### config.mk
export PLATFORM = sky130hd
export DESIGN_NAME = xgmii_decoder
export DESIGN_NICKNAME = d
export VERILOG_FILES = /design/src/rtl/xgmii_decoder.sv
export SDC_FILE = /design/constraint.sdc
export NUM_CORES = 1
export LEC_CHECK = 0
export CAP_MARGIN = 30
export CORE_AREA = 2 2 105 107
export CTS_CLUSTER_DIAMETER = 40
export CTS_CLUSTER_SIZE = 25
export DETAILED_ROUTE_END_ITERATION = 10
export DIE_AREA = 0 0 107 109
export PLACE_DENSITY = 0.84
export SLEW_MARGIN = 20
export SYNTH_ARGS = -nofsm -noshare
export SYNTH_HDL_FRONTEND = slang
export SYNTH_SLANG_ARGS = --single-unit
export TNS_END_PERCENT = 30
### constraint.sdc
create_clock -name i_clk -period 2.8 [get_ports i_clk]
set_input_delay 0.42 -clock i_clk [delete_from_list [all_inputs] [get_ports i_clk]]
set_output_delay 0.42 -clock i_clk [all_outputs]
set_load 0.02 [all_outputs]
### src/rtl/xgmii_decoder.sv
`default_nettype none
// +----------------------------------------------------------------------------+
// | Module      : xgmii_decoder                                                |
// | Description : 64b/66b block decoder to 32-bit XGMII, two words per block.  |
// | Revision    : 1.0                                                          |
// +----------------------------------------------------------------------------+
module xgmii_decoder #(
    parameter int DATA_WIDTH = 32,
    parameter int HDR_WIDTH  = 2,
    parameter int CTRL_WIDTH = DATA_WIDTH / 8
) (
    input  logic                  i_clk,
    input  logic                  i_reset_n,
    input  logic [DATA_WIDTH-1:0] i_rx_data,
    input  logic [HDR_WIDTH-1:0]  i_rx_sync_hdr,
    input  logic                  i_rx_data_valid,
    output logic [DATA_WIDTH-1:0] o_xgmii_rxd,
    output logic [CTRL_WIDTH-1:0] o_xgmii_rxc,
    output logic                  o_xgmii_valid,
    output logic                  o_decoding_err
);

    localparam logic [DATA_WIDTH-1:0] c_idle_word = {CTRL_WIDTH{8'h07}};
    localparam logic [DATA_WIDTH-1:0] c_err_word  = {CTRL_WIDTH{8'hFE}};
    localparam logic [CTRL_WIDTH-1:0] c_all_ctrl  = {CTRL_WIDTH{1'b1}};

    typedef enum logic [1:0] {RX_C = 2'd0, RX_D = 2'd1, RX_E = 2'd2} rx_state_t;
    typedef enum logic [2:0] {BLK_C, BLK_S, BLK_D, BLK_T, BLK_E} blk_class_t;

    rx_state_t               state_q, state_d, w_fsm_next;
    logic                    phase_q, phase_d;
    logic [DATA_WIDTH-1:0]   w0_q, w0_d;
    logic [HDR_WIDTH-1:0]    hdr_q, hdr_d;
    logic                    pend_q, pend_d;
    logic [DATA_WIDTH-1:0]   pend_rxd_q, pend_rxd_d;
    logic [CTRL_WIDTH-1:0]   pend_rxc_q, pend_rxc_d;
    logic [DATA_WIDTH-1:0]   rxd_q, rxd_d;
    logic [CTRL_WIDTH-1:0]   rxc_q, rxc_d;
    logic                    valid_q, valid_d;
    logic                    err_q, err_d;

    logic [2*DATA_WIDTH-1:0] w_blk;
    logic [7:0]              w_lane [8];
    logic [7:0]              w_ctl;
    logic [6:0]              w_code;
    logic [2:0]              w_term_pos;
    logic                    w_is_term;
    blk_class_t              w_cls;
    logic                    w_accept_w1;
    logic                    w_blk_err;
    logic [DATA_WIDTH-1:0]   w_lo_rxd, w_hi_rxd;

    assign w_accept_w1 = i_rx_data_valid & phase_q;

    // Block decode: the current input word is W1, the registered word is W0.
    always_comb begin
        w_blk      = {i_rx_data, w0_q};
        w_ctl      = 8'hFF;
        w_cls      = BLK_E;
        w_code     = 7'h00;
        w_term_pos = 3'd0;
        w_is_term  = 1'b1;
        for (int i = 0; i < 8; i++) w_lane[i] = 8'h07;

        case (w0_q[7:0])
            8'h87:   w_term_pos = 3'd0;
            8'h99:   w_term_pos = 3'd1;
            8'hAA:   w_term_pos = 3'd2;
            8'hB4:   w_term_pos = 3'd3;
            8'hCC:   w_term_pos = 3'd4;
            8'hD2:   w_term_pos = 3'd5;
            8'hE1:   w_term_pos = 3'd6;
            8'hFF:   w_term_pos = 3'd7;
            default: w_is_term  = 1'b0;
        endcase

        if (hdr_q == 2'b01) begin
            w_cls = BLK_D;
            w_ctl = 8'h00;
            for (int i = 0; i < 8; i++) w_lane[i] = w_blk[8*i +: 8];
        end else if (hdr_q == 2'b10) begin
            if (w0_q[7:0] == 8'h1E) begin
                w_cls = BLK_C;
                for (int i = 0; i < 8; i++) begin
                    w_code = w_blk[8 + 7*i +: 7];
                    if (w_code != 7'h00) begin
                        w_lane[i] = 8'hFE;
                        if (w_code != 7'h1E) w_cls = BLK_E;
                    end
                end
            end else if (w0_q[7:0] == 8'h78) begin
                w_cls     = BLK_S;
                w_ctl     = 8'h01;
                w_lane[0] = 8'hFB;
                for (int i = 1; i < 8; i++) w_lane[i] = w_blk[8*i +: 8];
            end else if (w0_q[7:0] == 8'h33) begin
                w_cls     = BLK_S;
                w_ctl     = 8'h1F;
                w_lane[4] = 8'hFB;
                for (int i = 5; i < 8; i++) w_lane[i] = w_blk[8*i +: 8];
            end else if (w_is_term) begin
                w_cls = BLK_T;
                // Data ahead of T comes from block bytes 1..T, shifted down one lane.
                for (int j = 1; j < 8; j++) begin
                    if (j - 1 < int'(w_term_pos)) begin
                        w_lane[j-1]  = w_blk[8*j +: 8];
                        w_ctl[j-1]   = 1'b0;
                    end
                end
                w_lane[w_term_pos] = 8'hFD;
            end
        end

        w_lo_rxd = '0;
        w_hi_rxd = '0;
        for (int i = 0; i < 4; i++) begin
            w_lo_rxd[8*i +: 8] = w_lane[i];
            w_hi_rxd[8*i +: 8] = w_lane[i+4];
        end
    end

    // Receive sequence FSM; any block that lands in RX_E is reported as an error.
    always_comb begin
        w_fsm_next = RX_E;
        case (state_q)
            RX_C: begin
                if (w_cls == BLK_C)      w_fsm_next = RX_C;
                else if (w_cls == BLK_S) w_fsm_next = RX_D;
            end
            RX_D: begin
                if (w_cls == BLK_D)      w_fsm_next = RX_D;
                else if (w_cls == BLK_T) w_fsm_next = RX_C;
            end
            default: begin
                if (w_cls == BLK_C)      w_fsm_next = RX_C;
                else if (w_cls == BLK_S) w_fsm_next = RX_D;
            end
        endcase
        w_blk_err = (w_fsm_next == RX_E);
        state_d   = w_accept_w1 ? w_fsm_next : state_q;
    end

    always_comb begin
        phase_d    = phase_q;
        w0_d       = w0_q;
        hdr_d      = hdr_q;
        pend_d     = pend_q;
        pend_rxd_d = pend_rxd_q;
        pend_rxc_d = pend_rxc_q;
        rxd_d      = c_idle_word;
        rxc_d      = c_all_ctrl;
        valid_d    = 1'b0;
        err_d      = 1'b0;

        if (i_rx_data_valid) begin
            phase_d = ~phase_q;
            if (!phase_q) begin
                w0_d  = i_rx_data;
                hdr_d = i_rx_sync_hdr;
            end
        end

        if (w_accept_w1) begin
            valid_d = 1'b1;
            err_d   = w_blk_err;
            pend_d  = 1'b1;
            if (w_blk_err) begin
                rxd_d      = c_err_word;
                rxc_d      = c_all_ctrl;
                pend_rxd_d = c_err_word;
                pend_rxc_d = c_all_ctrl;
            end else begin
                rxd_d      = w_lo_rxd;
                rxc_d      = w_ctl[3:0];
                pend_rxd_d = w_hi_rxd;
                pend_rxc_d = w_ctl[7:4];
            end
        end else if (pend_q) begin
            valid_d = 1'b1;
            rxd_d   = pend_rxd_q;
            rxc_d   = pend_rxc_q;
            pend_d  = 1'b0;
        end
    end

    always_ff @(posedge i_clk) begin
        if (!i_reset_n) begin
            state_q    <= RX_C;
            phase_q    <= 1'b0;
            w0_q       <= '0;
            hdr_q      <= '0;
            pend_q     <= 1'b0;
            pend_rxd_q <= c_idle_word;
            pend_rxc_q <= c_all_ctrl;
            rxd_q      <= c_idle_word;
            rxc_q      <= c_all_ctrl;
            valid_q    <= 1'b0;
            err_q      <= 1'b0;
        end else begin
            state_q    <= state_d;
            phase_q    <= phase_d;
            w0_q       <= w0_d;
            hdr_q      <= hdr_d;
            pend_q     <= pend_d;
            pend_rxd_q <= pend_rxd_d;
            pend_rxc_q <= pend_rxc_d;
            rxd_q      <= rxd_d;
            rxc_q      <= rxc_d;
            valid_q    <= valid_d;
            err_q      <= err_d;
        end
    end

    assign o_xgmii_rxd    = rxd_q;
    assign o_xgmii_rxc    = rxc_q;
    assign o_xgmii_valid  = valid_q;
    assign o_decoding_err = err_q;

endmodule
`default_nettype wire

==> results.md <==
* Startpoint Class: flip-flop
* Design area at 7430 um^2
* Ys Warns at 0
* PD cells at 444 nW/um^2
* Chip height at 109 um
* # setup viols final at 0
* GP Congestion at 0.983
* ANT nets after route at 0
* Setup CP Type: flip-flop to flip-flop
* Router iterations before antenna repair at 5
* Initial core utilization at 0.535
* Nets at 902
* Area Growth Syn to Fin at 31.0%
* Synth Register Bits at 112
* Hold_ws at 0.473 ns
* Worst Setup End Kind: flip-flop
* Row cnt at 38
* Synthesized instance count at 726
* Footprint of the multi-input gates at 3210 um^2
* RSZ-0062 raised after global routing: false
* Worst endpoint required time at 3.10 ns
* Clock Latency Late Sink at 0.41 ns
* Most frequent cells in the layout: nand2_1 (122), dfxtp_1 (108), buf_4 (106), a21oi_1 (97), clkdlybuf4s50_1 (74)
* Slew @ Worst Pin at 0.681 ns
* CTS root buf: clkbuf_8
* Seq/Total Area, Yosys at 0.395
* TritonCTS Buffers at 9
* DRC at 0
* Port-buffer cells at 74
* ANT cells at 0
* Largest stage delay, worst path at 0.48 ns
* Synth async-reset ratio at 0
* Leak pwr at 2.88 nW
* Drt initial violations at 665
* Storage cell area at 2250 um^2
* Normalized max-slew margin at 0.543
* Yosys top cell area share at 0.395
* Avg Cell Area, Syn at 7.82 um^2
* Placed Area at 7180 um^2
* Area contributors post-synth: dfxtp_1 (40%), a21oi_1 (8.6%), nand2_1 (8.1%), o21ai_0 (5.3%), nand4_1 (2.6%)
* Post-synth EDFFs at 0
* Max Clock Freq at 367 MHz
* Antenna violations before repair at 0
* Clock skew at 0.0108 ns
* Wire per inst at 23.0 um
* CTS tree: built
* Die Wd at 107 um
* Post-layout minimum cycle time at 2.72 ns
* Yosys top cell by area: dfxtp_1
* Setup_tns at 0 ns
* Max-Cap Viols at 0
* Core area at 10600 um^2
* Clock transition at path regs at 0.11 ns
* Max-slew violation count at 0
* Htree depth at 3
* Final worst slack at 0.0770 ns
* Total track usage at 0.398
* Die ar. at 11700 um^2
* First-pass GRT wire length at 34200 um
* Routed WL at 23200 um
* Syn_nets at 763
* CTS sink cnt at 112
* Cts hold-fix bufs at 0
* CP max-delay cell: or4b_1
* Worst min path class: flip-flop to flip-flop
* Proportion of layout cells with a drive suffix above 1 at 0.170
* Critical path, cell by cell: buf_4 -> or4b_1 -> nor4_4 -> buf_4 -> nor4_4 -> a21oi_2 -> nor3_1 -> a22o_1 -> buf_12 -> a221o_1
* Yosys cell types at 60
* Fin crit share at 0.972
* Pre-CTS setup slack at -0.341 ns
* CP Max Fanout at 36
* Total gr overflow at 0
* Top_reg_cell synth: dfxtp_1
* Num ports at 75
* CP arrival at 3.02 ns
* Final hold vios at 0
* Vias at 6596
* Status: finished clean
* Largest net degree at the start of global routing at 39
* Most common cell after layout, fill and taps aside: nand2_1
* Fill cell count at 837
* Longest Clk Path Bufs at 2
* Worst VDD drop at 0.000489 V
* Number of global-route vias before repair at 6100
* Synthesized cell area at 5670 um^2
* Via-to-Cell Ratio at 6.53
* Dpl hpwl at 17300 um
## timing repair
| item | CTS | global route |
|---|---|---|
| gates cloned | 0 | 0 |
| pin swaps | 0 | 2 |
| gates resized for setup | 1 | 12 |
| setup buffers | 0 | 1 |
| endpoints found under the setup margin | 5 | 53 |
## logic make-up (layout without fill, tap and decap cells)
kind of cell	after synthesis	after routing	synth area share
buf+inv	60	204	0.0456
compound gates	281	281	0.317
simple gates	273	273	0.242
flops	112	112	0.395
## metrics by stage
stage | utilization | total power [mW] | cells
after floorplan | - | 2.00 | 726
after global placement | 0.677 | 2.28 | 992
after global routing | 0.701 | 3.39 | 1010
after CTS | 0.696 | 3.28 | 1008
after detailed placement | 0.677 | 2.30 | 992
final | 0.701 | 3.30 | 1010
## layout make-up
type,instances,share of cell area
repair buffers,183,0.213
inverters,5,0.00252
well taps,140,0.0236
flip-flops and latches,112,0.302
clock inverters,5,0.00892
multi-input cells,554,0.432
clock buffers,11,0.0177
## flip-flops by register name, indices dropped and copies added, names as in the netlist
register,count
w0_q,32
hdr_q,2
pend_rxc_q,4
o_xgmii_rxc,4
o_xgmii_valid,1
pend_q,1
phase_q,1
o_xgmii_rxd,32
o_decoding_err,1
state_q,2
pend_rxd_q,32
## power by group
group	leakage [nW]	internal [mW]	switching [mW]	total [mW]
Combinational	1.87	0.237	0.319	0.556
Clock	0.0956	0.424	0.584	1.01
Sequential	0.917	1.67	0.0653	1.73
Total	2.88	2.33	0.969	3.30
## per-layer routing
metal,track usage,up-vias,part of all wire
li1,-,2960,-
met1,0.493,3080,0.38
met2,0.643,469,0.45
met3,0.0921,87,0.11
met4,0.222,0,0.054
met5,0,-,0
## synthesized netlist by cell type, types with 5 or more instances
master     instances
nand2_1          123
dfxtp_1          112
a21oi_1           98
o21ai_0           60
clkbuf_1          39
nor2_1            39
nand4_1           24
nor3_1            16
a21o_1            13
a22oi_1           12
buf_2             12
or4_1             12
a31oi_1           11
nor2b_1           10
a221o_1            9
o211ai_1           8
o21a_1             8
a211oi_1           7
nand2b_1           7
o2111ai_1          7
or2_1              7
nand3_1            6
nor4bb_1           6
a211o_1            5
a21boi_0           5
a32o_1             5
## critical path: cells and delay by family, from the launching register on
| family | cells | cell delay, ns |
|---|---|---|
| AND/OR/NAND/NOR | 4 | 0.91 |
| buffers and inverters | 3 | 0.52 |
| flip-flops | 1 | 0.43 |
| AO/OA/AOI/OAI | 3 | 0.76 |
## final timing paths
path,startpoint,endpoint,slack [ns],cells after the start
worst min register to register,pend_rxd_q[2]$_SDFFE_PN1P_,pend_rxd_q[2]$_SDFFE_PN1P_,0.47,2
worst max register to register,w0_q[3]$_SDFFE_PN0P_,pend_rxd_q[0]$_SDFFE_PN1P_,0.08,10
worst min-delay path,pend_rxd_q[2]$_SDFFE_PN1P_,pend_rxd_q[2]$_SDFFE_PN1P_,0.47,2
worst max-delay path,w0_q[3]$_SDFFE_PN0P_,pend_rxd_q[0]$_SDFFE_PN1P_,0.08,10
No activity file was read; power rests on OpenSTA's default activity.
